$ cat src/rtl/draw_sequencer_pkg.sv
// Shared constants and types for the draw sequencer: FSM states, image
// dimensions and coordinate-mux select codes.
package draw_sequencer_pkg;

    localparam int SCREEN_W = 160;
    localparam int SCREEN_H = 120;
    localparam int SPRITE_W = 40;
    localparam int SPRITE_H = 40;

    localparam logic [1:0] XY_SEL_INIT = 2'd0;
    localparam logic [1:0] XY_SEL_DRAW = 2'd1;

    typedef enum logic [2:0] {
        S_IDLE,
        S_INIT,
        S_SETUP,
        S_DRAW,
        S_FLUSH,
        S_DONE
    } state_t;

endpackage

$ cat src/rtl/draw_sequencer_pixel_scan_counter.sv
// Column/row raster scan counter with wrap and last-pixel flags. The counter
// returns to 0,0 after the final pixel so the row never runs past row_max.
module pixel_scan_counter (
    input  logic       clk,
    input  logic       reset,
    input  logic       clear,
    input  logic       advance,
    input  logic [7:0] col_max,
    input  logic [6:0] row_max,
    output logic       last_col,
    output logic       last_pixel
);

    logic [7:0] col;
    logic [6:0] row;
    logic       last_row;

    assign last_col   = (col == col_max);
    assign last_row   = (row == row_max);
    assign last_pixel = last_col && last_row;

    always_ff @(posedge clk) begin
        if (reset || clear) begin
            col <= '0;
            row <= '0;
        end else if (advance) begin
            if (last_col) begin
                col <= '0;
                row <= last_row ? '0 : row + 7'd1;
            end else begin
                col <= col + 8'd1;
            end
        end
    end

endmodule

$ cat src/rtl/draw_sequencer.sv
// Draw sequencer: walks a full-screen image or a sprite pixel by pixel and
// drives the coordinate/ROM-address datapath strobes and the VGA plot enable.
module draw_sequencer
    import draw_sequencer_pkg::*;
#(
    parameter int SCREEN_W = draw_sequencer_pkg::SCREEN_W,
    parameter int SCREEN_H = draw_sequencer_pkg::SCREEN_H,
    parameter int SPRITE_W = draw_sequencer_pkg::SPRITE_W,
    parameter int SPRITE_H = draw_sequencer_pkg::SPRITE_H
) (
    input  logic       clk,
    input  logic       reset,
    input  logic       start,
    input  logic       fullScreen,
    input  logic       clear,
    input  logic [4:0] imageSel,
    input  logic [3:0] xPosSel,
    input  logic [1:0] yPosSel,
    output logic       busy,
    output logic       done,
    output logic       plot,
    output logic [4:0] memorySel,
    output logic       black,
    output logic [3:0] xInitSel,
    output logic [1:0] yInitSel,
    output logic [1:0] xySel,
    output logic       xInitLoad,
    output logic       yInitLoad,
    output logic       xReset,
    output logic       yReset,
    output logic       xLoad,
    output logic       yLoad,
    output logic       xCountUp,
    output logic       yCountUp,
    output logic       addressScreenCounterReset,
    output logic       screenCountLoad,
    output logic       addressSpriteCounterReset,
    output logic       spriteCountLoad,
    output state_t     fsm_state
);

    state_t     state_q, state_d;
    logic       full_q, clear_q;
    logic [4:0] image_q;
    logic [3:0] xpos_q;
    logic [1:0] ypos_q;
    logic       pix_valid_q, pix_last_col_q;
    logic       last_col, last_pixel;
    logic [7:0] col_max;
    logic [6:0] row_max;

    assign fsm_state = state_q;
    assign col_max   = full_q ? 8'(SCREEN_W - 1) : 8'(SPRITE_W - 1);
    assign row_max   = full_q ? 7'(SCREEN_H - 1) : 7'(SPRITE_H - 1);

    pixel_scan_counter u_scan (
        .clk        (clk),
        .reset      (reset),
        .clear      (state_q == S_SETUP),
        .advance    (state_q == S_DRAW),
        .col_max    (col_max),
        .row_max    (row_max),
        .last_col   (last_col),
        .last_pixel (last_pixel)
    );

    always_ff @(posedge clk) begin
        if (reset) begin
            state_q <= S_IDLE;
            full_q  <= 1'b0;
            clear_q <= 1'b0;
            image_q <= '0;
            xpos_q  <= '0;
            ypos_q  <= '0;
        end else begin
            state_q <= state_d;
            if (state_q == S_IDLE && start) begin
                full_q  <= fullScreen;
                clear_q <= clear;
                image_q <= imageSel;
                xpos_q  <= xPosSel;
                ypos_q  <= yPosSel;
            end
        end
    end

    // ROM data arrives one cycle after the address advances, so every pixel
    // event issued in DRAW is replayed here one cycle later.
    always_ff @(posedge clk) begin
        if (reset) begin
            pix_valid_q    <= 1'b0;
            pix_last_col_q <= 1'b0;
        end else begin
            pix_valid_q    <= (state_q == S_DRAW);
            pix_last_col_q <= (state_q == S_DRAW) && last_col;
        end
    end

    always_comb begin
        state_d = state_q;
        case (state_q)
            S_IDLE:  if (start) state_d = S_INIT;
            S_INIT:  state_d = S_SETUP;
            S_SETUP: state_d = S_DRAW;
            S_DRAW:  if (last_pixel) state_d = S_FLUSH;
            S_FLUSH: state_d = S_DONE;
            S_DONE:  state_d = S_IDLE;
            default: state_d = S_IDLE;
        endcase
    end

    always_comb begin
        busy                      = (state_q != S_IDLE);
        done                      = (state_q == S_DONE);
        memorySel                 = busy ? image_q : '0;
        black                     = busy ? clear_q : 1'b0;
        xInitSel                  = '0;
        yInitSel                  = '0;
        xySel                     = XY_SEL_INIT;
        xInitLoad                 = 1'b0;
        yInitLoad                 = 1'b0;
        xReset                    = 1'b0;
        yReset                    = 1'b0;
        yLoad                     = 1'b0;
        addressScreenCounterReset = 1'b0;
        screenCountLoad           = 1'b0;
        addressSpriteCounterReset = 1'b0;
        spriteCountLoad           = 1'b0;
        plot                      = pix_valid_q;
        xCountUp                  = pix_valid_q && !pix_last_col_q;
        xLoad                     = pix_valid_q && pix_last_col_q;
        yCountUp                  = pix_valid_q && pix_last_col_q;
        case (state_q)
            S_INIT: begin
                xInitLoad = 1'b1;
                yInitLoad = 1'b1;
                xInitSel  = full_q ? 4'd0 : xpos_q;
                yInitSel  = full_q ? 2'd0 : ypos_q;
            end
            S_SETUP: begin
                xReset                    = 1'b1;
                yReset                    = 1'b1;
                addressScreenCounterReset = full_q;
                addressSpriteCounterReset = !full_q;
            end
            S_DRAW: begin
                xySel           = XY_SEL_DRAW;
                screenCountLoad = full_q;
                spriteCountLoad = !full_q;
            end
            S_FLUSH, S_DONE: xySel = XY_SEL_DRAW;
            default: ;
        endcase
    end

endmodule

$ cat config.mk
export PLATFORM = sky130hd
export DESIGN_NAME = draw_sequencer
export DESIGN_NICKNAME = d
export VERILOG_FILES = /design/src/rtl/draw_sequencer_pkg.sv /design/src/rtl/draw_sequencer_pixel_scan_counter.sv /design/src/rtl/draw_sequencer.sv
export SDC_FILE = /design/constraint.sdc
export NUM_CORES = 1
export LEC_CHECK = 0
export ABC_AREA = 0
export CORE_MARGIN = 1
export CORE_UTILIZATION = 44
export DETAILED_ROUTE_END_ITERATION = 8
export GPL_TIMING_DRIVEN = 0
export PLACE_DENSITY_LB_ADDON = 0.15
export SYNTH_ARGS = -nofsm -noshare
export SYNTH_HDL_FRONTEND = slang
export SYNTH_SLANG_ARGS = --single-unit
$ cat constraint.sdc
create_clock -name clk -period 2.35 [get_ports clk]
set_input_delay 0.5875 -clock clk [delete_from_list [all_inputs] [get_ports clk]]
set_output_delay 0.5875 -clock clk [all_outputs]
set_load 0.1 [all_outputs]
==> results of run 1 <==
repair_timing:
item                       in CTS  in global routing
pin swaps                       1                  0
gates resized for setup       134                 19
buffers inserted                1                  0
setup endpoints to repair      40                 13
sequential cells by signal, indices dropped and copies added (netlist names):
register	count
clear_q	1
fsm_state	3
full_q	1
image_q	5
pix_last_col_q	1
plot	1
u_scan.col	8
u_scan.row	7
xpos_q	4
ypos_q	2
area by class of cell:
cell class              count  share of cell area
clock inverters             2             0.00415
repair buffers             46               0.191
inverters                   4             0.00622
clock buffers               6              0.0301
flip-flops and latches     33               0.279
well taps                  48              0.0249
plain buffers              16              0.0612
multi-input cells         155               0.403
final timing paths:
check | end | cells after the start | startpoint
worst max-delay path | xySel[0] | 4 | fsm_state[0]
worst min-delay path | image_q[2] | 2 | image_q[2]
worst max register to register | u_scan.row[3] | 6 | fsm_state[0]
worst min register to register | image_q[2] | 2 | image_q[2]
worst max-delay path, delay by kind of cell, from the launching register on:
kind / cells / cell delay [ns]
buffers and inverters: 2 / 0.58
DFF: 1 / 0.34
and+or+nand+nor: 1 / 0.33
AOI/OAI and AO/OA: 1 / 0.14
per-stage QoR:
| stage | worst slack (ns) | hold slack [ns] | cells | total power [mW] |
|---|---|---|---|---|
| finish | 0.0771 | 0.453 | 310 | 1.54 |
| global route | 0.00360 | 0.475 | 310 | 1.60 |
| CTS | 0.0134 | 0.453 | 311 | 1.54 |
| detailed placement | -0.921 | 0.444 | 302 | 1.13 |
| global placement | -0.883 | 0.439 | 302 | 1.12 |
| floorplan | -0.485 | 0.432 | 209 | 1.01 |
power by group through the flow:
stage                     Clock, mW  Sequential [mW]  Combinational, mW
after global placement            0            0.608              0.515
after CTS                     0.423            0.596              0.523
after floorplan                   0            0.645              0.365
after global routing          0.452            0.598              0.551
after detailed placement          0            0.609              0.517
final                         0.415            0.596              0.525
metal layers:
layer  track usage  wire length [um]  vias to the layer above
met2         0.348              1970                       32
met4        0.0682                36                        0
met3        0.0851               179                        4
li1              -                 -                      817
met5             0                 0                        -
met1         0.258              1820                      720
cells in the final DEF, fill, tap and decap left out, drive strengths merged, types with 3 or more instances in the layout:
| cell | n |
|---|---|
| o21ai | 5 |
| a21oi | 18 |
| buf | 31 |
| dlygate4sd2 | 6 |
| nor3 | 12 |
| nand3 | 4 |
| nand3b | 3 |
| nand2 | 38 |
| a211oi | 3 |
| inv | 4 |
| nand4 | 4 |
| o22ai | 4 |
| nor2 | 9 |
| clkbuf | 14 |
| xor2 | 3 |
| and2 | 10 |
| clkdlybuf4s50 | 15 |
| or2 | 3 |
| nor2b | 7 |
| or3 | 3 |
| and3 | 3 |
| dfxtp | 33 |
| xnor2 | 4 |
cell families after synthesis:
logic type	count (synthesis)
AOI/OAI and AO/OA	37
xor gates and xnor gates	7
adders and majority gates	2
buffers and inverters	21
DFF	33
other	1
and+or+nand+nor	107
==> flow_summary.yaml, run 1 <==
placed_design:
  dp_hpwl_um: 2810
  placed_area_mm2: 0.00231
  gp_congestion: 0.783
  port_buffers: 45
timing:
  tightest_slew_ns: 0.970
  max_freq_mhz: 440
  finalHoldViolations: 0
  setup_violations: 0
  fin_skew_ns: 0.00369
  maxSlewViolCount: 0
  rsz0062_at_grt: "no"
  relSlewSlack: 0.356
  finalSetupTns_ns: 0
  fin_crit_ns: 2.27
  finalCritPeriodShare: 0.967
setup_path:
  cp_slowest_cell: "buf_2"
  start_kind: "flop"
  critical_path_arrival_ns: 1.69
  path_cells: "buf_6 > nand3b_1 > o21ai_2 > buf_2"
  worstPathMaxFanout: 9
  critPathKind: "reg -> out"
  r2r_setup_slack_ns: 0.31
  critPathMaxStageDelay_ns: 0.44
  crit_required_ns: 1.76
  end_kind: "output pin"
floorplan:
  initial_core_util: 0.457
  die_x_um: 63.7
  die_h_um: 63.7
  core-area_mm2: 0.00366
  io_pins: 48
  die-area_mm2: 0.00406
  rows: 22
routing:
  antenna_left: 0
  first_pass_iters: 4
  viasPerCell: 5.07
  num_vias: 1573
  drt-total-wl_um: 4010
  routedWlPerCell_um: 12.9
  post-route-drc-count: 0
  drt_iter0_markers: 122
global_routing:
  track_usage: 0.215
  antenna_found_initial: 0
  grt-ovfl-total: 0
  grt_max_degree: 11
  grt_pass1_wl_um: 6770
  grt_pass1_vias: 1462
layout:
  num-nets-final: 279
  drive_gt1_frac: 0.298
  regArea_um2: 673
  multi_input_area_um2: 972
  diodes: 0
  n_fill_cell: 311
  postLayoutCellArea_mm2: 0.00241
  utilization: 0.659
  area_growth_pct: 44.1
synthesis:
  ys_types: 43
  synth_compound_area_frac: 0.132
  syn_area_mm2: 0.00167
  synthAdderAreaFrac: 0.0149
  yosys.area_share.simple: 0.340
  yosysTopAreaCell: "dfxtp_1"
  yosysMostFrequentCell: "nand2_1"
  synth_edf_count: 0
  synth.top_cells.by_count: "nand2_1, dfxtp_1, a21oi_1"
  synth-xor-area-share: 0.0366
  synth.top_cell.area_share: 0.395
  synth_seq_cells: 33
  synth_mux_area_frac: 0
  postSynthCellCount: 208
  netlist_top_cells_area: "dfxtp_1, nand2_1, a21oi_1, nor3_1, and2_1"
  synth_ff_type: "dfxtp_1"
  synth_top_family_by_area: "simple AND/OR/NAND/NOR gates"
  avgSynthCellArea_um2: 8.05
  ys_warn_count: 0
  synthArstFlopShare: 0
  ys_seq_area_frac: 0.395
cts:
  cts_buffers: 5
  htree_levels: 2
  clock_path_buffers: 2
  tritoncts: "built"
  clock-sinks: 33
  ctsHoldBuffers: 0
  clock-root-buffer: "clkbuf_8"
  clk_pin_slew_ns: 0.06
  clock_latency_ns: 0.29
pwr:
  cellInternalPower_mw: 0.938
  p_sw_frac: 0.390
  p_comb_frac: 0.342
  p_clk_frac: 0.270
  switchingPower_mw: 0.598
  ir_drop_mv: 0.467
  power.share.sequential: 0.388
  power_density_mw_per_mm2: 637
  p_leak_nw: 0.935
flow_run:
  maxCapViolations: 0
status:
  status: "finished, final reports clean"
min_path:
  hold_path_class: "reg -> reg"
No activity file was read; power rests on OpenSTA's default activity.
==> inputs of run 2 (changes only) <==
Settings changed: GPL_TIMING_DRIVEN 0 to not set, SLEW_MARGIN set to 25.
==> run 2 against run 1 <==
  * Worst hold slack got worse by 0.0030 ns
  * Critical endpoint is now yInitSel[1]
  * Setup slack improved by 0.027 ns
  * Via count rose by 1.0%
  * Register-to-register slack improved by 0.02 ns
  * Sequential cell count did not move
  * Design area rose by 3.3%
  * Die area did not move
  * Clock skew barely moved
  * Highest routed layer unchanged
  * First-iteration DRC count fell by 20%
  * Largest cell class unchanged
  * Core utilization rose by 2.2 points
  * Clock-buffer cell count rose by 1
  * Non-clock buffer count fell by 13
==> flow_summary.yaml, run 2 (synthesized netlist as in run 1, its figures left out) <==
global_routing:
  grt_max_degree: 21
  grt-ovfl-total: 0
  grt_pass1_vias: 1447
  track_usage: 0.214
  antenna_found_initial: 0
  grt_pass1_wl_um: 6680
routing:
  routedWlPerCell_um: 13.2
  post-route-drc-count: 0
  antenna_left: 0
  drt_iter0_markers: 98
  drt-total-wl_um: 3920
  viasPerCell: 5.35
  num_vias: 1589
  first_pass_iters: 4
cts:
  clock-sinks: 33
  clock-root-buffer: "clkbuf_8"
  htree_levels: 2
  clock_latency_ns: 0.28
  ctsHoldBuffers: 0
  cts_buffers: 5
  tritoncts: "built"
  clk_pin_slew_ns: 0.07
  cts_resized: 0
  clock_path_buffers: 2
  post_cts_buffers: 0
floorplan:
  die_x_um: 63.7
  core-area_mm2: 0.00366
  initial_core_util: 0.457
  die-area_mm2: 0.00406
  rows: 22
  die_h_um: 63.7
  io_pins: 48
timing:
  fin_skew_ns: 0.00348
  fin_crit_ns: 2.25
  whs_ns: 0.450
  finalHoldViolations: 0
  finalSetupTns_ns: 0
  max_freq_mhz: 445
  setup_violations: 0
  setup_ws_ns: 0.104
  tightest_slew_ns: 0.534
  relSlewSlack: 0.642
  finalCritPeriodShare: 0.956
  maxSlewViolCount: 0
  rsz0062_at_grt: "no"
setup_path:
  end_kind: "output pin"
  critical_path_arrival_ns: 1.66
  start_kind: "flop"
  crit_required_ns: 1.76
  worstPathMaxFanout: 10
  critPathKind: "reg -> out"
layout:
  top_regs: "u_scan.col: 8 flops, u_scan.row: 7 flops, image_q: 5 flops"
  n_fill_cell: 301
  top_register: "u_scan.col"
  drive_gt1_frac: 0.297
  diodes: 0
  largest_reg_flops: 8
  fin_cells: 297
  num-nets-final: 266
  layout_commonest_cell: "nand2_1"
  area_growth_pct: 48.8
  mostFrequentLayoutCells: "nand2_1, dfxtp_1, buf_12, a21oi_1, clkdlybuf4s50_1"
pwr:
  ir_drop_mv: 0.504
  p_leak_nw: 0.910
  power_mw: 1.63
  power_density_mw_per_mm2: 654
placed_design:
  dp_slack_ns: 0.298
  port_buffers: 45
  dp_cells: 289
  gp_congestion: 0.732
  dp_hpwl_um: 2780
status:
  status: "finished, final reports clean"
min_path:
  hold_path_class: "reg -> reg"
flow_run:
  maxCapViolations: 0
run 2: changes by cell type in the layout (fill, tap and decap cells not counted), moves of 2 or more:
cell	before	now
buf_12	8	22
buf_6	5	0
dlygate4sd2_1	6	0
clkbuf_4	3	0
buf_2	11	0
clkbuf_1	4	0
clkdlybuf4s15_2	2	0
buf_4	6	12
run 2: path summary, 6_finish.rpt:
path	slack (ns)	depth (start not counted)	from	to
setup / recovery	0.10	4	fsm_state[0]	yInitSel[1]
hold / removal	0.45	2	image_q[1]	image_q[1]
setup reg to reg	0.33	4	full_q	u_scan.row[2]
hold reg to reg	0.45	2	image_q[1]	image_q[1]
run 2: where the power goes:
part / internal (mW) / switching [mW]
Combinational: 0.183 / 0.362
Sequential: 0.583 / 0.0291
Clock: 0.265 / 0.209
Total: 1.03 / 0.600
run 2: through the flow:
stage          instance area [um^2]  utilization
3_5_place_dp                   2390        0.653
6_report                       2490        0.680
4_1_cts                        2490        0.680
3_3_place_gp                   2390        0.653
5_1_grt                        2490        0.680
2_1_floorplan                  1800            -
run 2: worst max-delay path, cell delays in order (launching register included):
cell and delay [ns]:
dfxtp_4 0.41, nor3b_4 0.34, and2b_2 0.28, and2_4 0.18, buf_12 0.16
run 2: cell type report:
class,instances,area (um^2),share of cell area
timing repair buffer,49,681,0.273
multi-input combinational,155,961,0.386
sequential,33,673,0.270
inverter,4,15.0,0.00603
clock buffer,7,96.3,0.0387
clock inverter,1,5.00,0.00201
tap,48,60.1,0.0241
run 2: per-layer routing:
metal	global-route usage	wire length (um)	vias up
met5	0	0	-
met4	0.0881	58	0
met3	0.0833	261	6
met2	0.350	1890	49
met1	0.248	1710	745
li1	-	-	789
==> inputs of run 3 (changes only) <==
Settings changed: PLACE_DENSITY set to 0.74, PLACE_DENSITY_LB_ADDON 0.15 to not set, SETUP_SLACK_MARGIN set to 0.2, SYNTH_HIERARCHICAL set to 1.
==> run 3 against run 2 <==
  * Synthesized cell count increased by 2.4%
  * Sequential cell count unchanged
  * Clock skew increased by 0.0016 ns
  * Sequential share of layout area decreased by 4.1 points
  * Largest power group unchanged
  * Worst hold slack improved by 0.021 ns
  * Final cell count increased by 10%
  * Combinational power decreased by 12%
  * Die area increased by 14%
  * Area after synthesis increased by 15%
==> flow_summary.yaml, run 3 <==
synthesis:
  ys_seq_area_frac: 0.344
  synth_edf_count: 0
  synth.top_cells.by_count: "dfxtp_1, nand2b_1, nor2_1"
  ys_warn_count: 6
  yosysMostFrequentCell: "dfxtp_1"
  synth.top_cell.area_share: 0.344
  ys_types: 41
  yosysTopAreaCell: "dfxtp_1"
  syn_area_mm2: 0.00192
  synth_ff_type: "dfxtp_1"
  avgSynthCellArea_um2: 9.01
  postSynthCellCount: 213
  synth_seq_cells: 33
  netlist_top_cells_area: "dfxtp_1, nand2b_1, mux2i_1, xnor2_1, xor2_1"
  synthArstFlopShare: 0
timing:
  setup_ws_ns: 0.316
  max_freq_mhz: 492
  rsz0062_at_grt: "no"
  finalHoldViolations: 0
  whs_ns: 0.471
  fin_skew_ns: 0.00504
  finalCritPeriodShare: 0.866
  fin_crit_ns: 2.03
  maxSlewViolCount: 0
  setup_violations: 0
setup_path:
  critical_path.top_delay_family: "simple AND/OR/NAND/NOR gates"
  critPathKind: "reg -> out"
  end_kind: "output pin"
  critPathBufInv: 2
  critical_path_arrival_ns: 1.45
  start_kind: "flop"
  cp_slowest_cell: "dfxtp_4"
  r2r_setup_slack_ns: 0.34
  critPathMaxStageDelay_ns: 0.38
  worstPathMaxFanout: 6
  crit_required_ns: 1.76
  path_cells: "nor4b_4 > buf_4 > and2_2 > buf_12"
cts:
  clk_pin_slew_ns: 0.07
  cts_buffers: 5
  ctsHoldBuffers: 0
  clock_path_buffers: 2
  clock-root-buffer: "clkbuf_8"
  clock_latency_ns: 0.28
  tritoncts: "built"
  clock-sinks: 33
  htree_levels: 2
placed_design:
  port_buffers: 45
  gp_congestion: 0.832
  dp_hpwl_um: 2900
  placed_area_mm2: 0.00274
  dp_slack_ns: 0.316
floorplan:
  die-area_mm2: 0.00463
  core-area_mm2: 0.00409
  initial_core_util: 0.469
  rows: 23
  die_x_um: 68.0
  die_h_um: 68.0
  io_pins: 48
layout:
  mostFrequentLayoutCells: "dfxtp_1, nand2b_1, buf_12, buf_4"
  n_fill_cell: 317
  num-nets-final: 294
  drive_gt1_frac: 0.325
  top_regs: "u_scan/col: 8 flops, u_scan/row: 7 flops, image_q: 5 flops"
  area_growth_pct: 52.9
  postLayoutCellArea_mm2: 0.00293
  layout_commonest_cell: "dfxtp_1"
  top_register: "u_scan/col"
  diodes: 0
  largest_reg_flops: 8
global_routing:
  grt_max_degree: 32
  grt_pass1_wl_um: 6290
  antenna_found_initial: 0
  track_usage: 0.183
  grt-ovfl-total: 0
  grt_pass1_vias: 1424
min_path:
  hold_path_class: "reg -> reg"
pwr:
  power_mw: 1.55
  power_density_mw_per_mm2: 528
  ir_drop_mv: 0.320
  p_leak_nw: 1.18
routing:
  routedWlPerCell_um: 12.6
  drt_iter0_markers: 64
  post-route-drc-count: 0
  num_vias: 1597
  first_pass_iters: 4
  antenna_left: 0
  viasPerCell: 4.88
  drt-total-wl_um: 4120
flow_run:
  maxCapViolations: 0
status:
  status: "finished, final reports clean"
-- run 3: worst reg2reg max path, stage by stage, from the launching register on --
cell	delay [ns]
dfxtp_1	0.39
buf_4	0.21
inv_1	0.12
xnor2_1	0.18
nand4_1	0.23
nor3_4	0.38
buf_4	0.19
mux2i_1	0.17
nor2_1	0.05
-- run 3: per-layer routing --
metal | wire [um] | global-route usage | up-vias
met4 | 44 | 0.0703 | 0
met1 | 1880 | 0.229 | 740
met3 | 160 | 0.0467 | 5
met5 | 0 | 0 | -
li1 | - | - | 822
met2 | 2040 | 0.300 | 30
-- run 3: cell families after synthesis --
kind of cell,after synthesis,share of synthesized area
AO/OA/AOI/OAI,17,0.0626
AND/OR/NAND/NOR,101,0.337
multiplexers,15,0.0783
XOR/XNOR,22,0.100
adder cells (fa/ha/maj),2,0.0130
other,2,0.00392
buffers and inverters,21,0.0600
flip-flops,33,0.344
-- run 3: repair_timing --
action / 4_1_cts / 5_1_grt
resized for setup: 1 / 1
setup endpoints to repair: 6 / 16
pin swaps: 1 / 2
hold endpoints to repair: 0 / 0
gates cloned: 0 / 0
buffers inserted: 1 / 9
-- run 3: final cells by class --
cell class	instances	area (um^2)	area share
clock buffers	7	96.3	0.0328
multi-input cells	168	1270	0.434
clock inverters	1	5.00	0.00171
inverters	6	22.5	0.00768
flip-flops and latches	33	673	0.230
well taps	50	62.6	0.0213
repair buffers	62	801	0.273
-- run 3: worst paths after layout --
check,startpoint,depth (start not counted),end
hold reg to reg,xpos_q[2],2,xpos_q[2]
setup / recovery,fsm_state[2],4,xInitSel[0]
setup reg to reg,full_q,8,u_scan/row[0]
hold / removal,xpos_q[2],2,xpos_q[2]
-- run 3: stage by stage --
stage	cells	utilization	TNS, ns
2_1_floorplan	222	-	-1.81
3_3_place_gp	309	0.669	0
3_5_place_dp	309	0.669	0
4_1_cts	318	0.698	0
5_1_grt	327	0.718	0
6_report	327	0.718	0
-- run 3: power by group --
| part | internal (mW) | switching (mW) | leakage [nW] |
|---|---|---|---|
| Clock | 0.265 | 0.205 | 0.0542 |
| Combinational | 0.187 | 0.292 | 0.858 |
| Sequential | 0.579 | 0.0200 | 0.271 |
| Total | 1.03 | 0.518 | 1.18 |
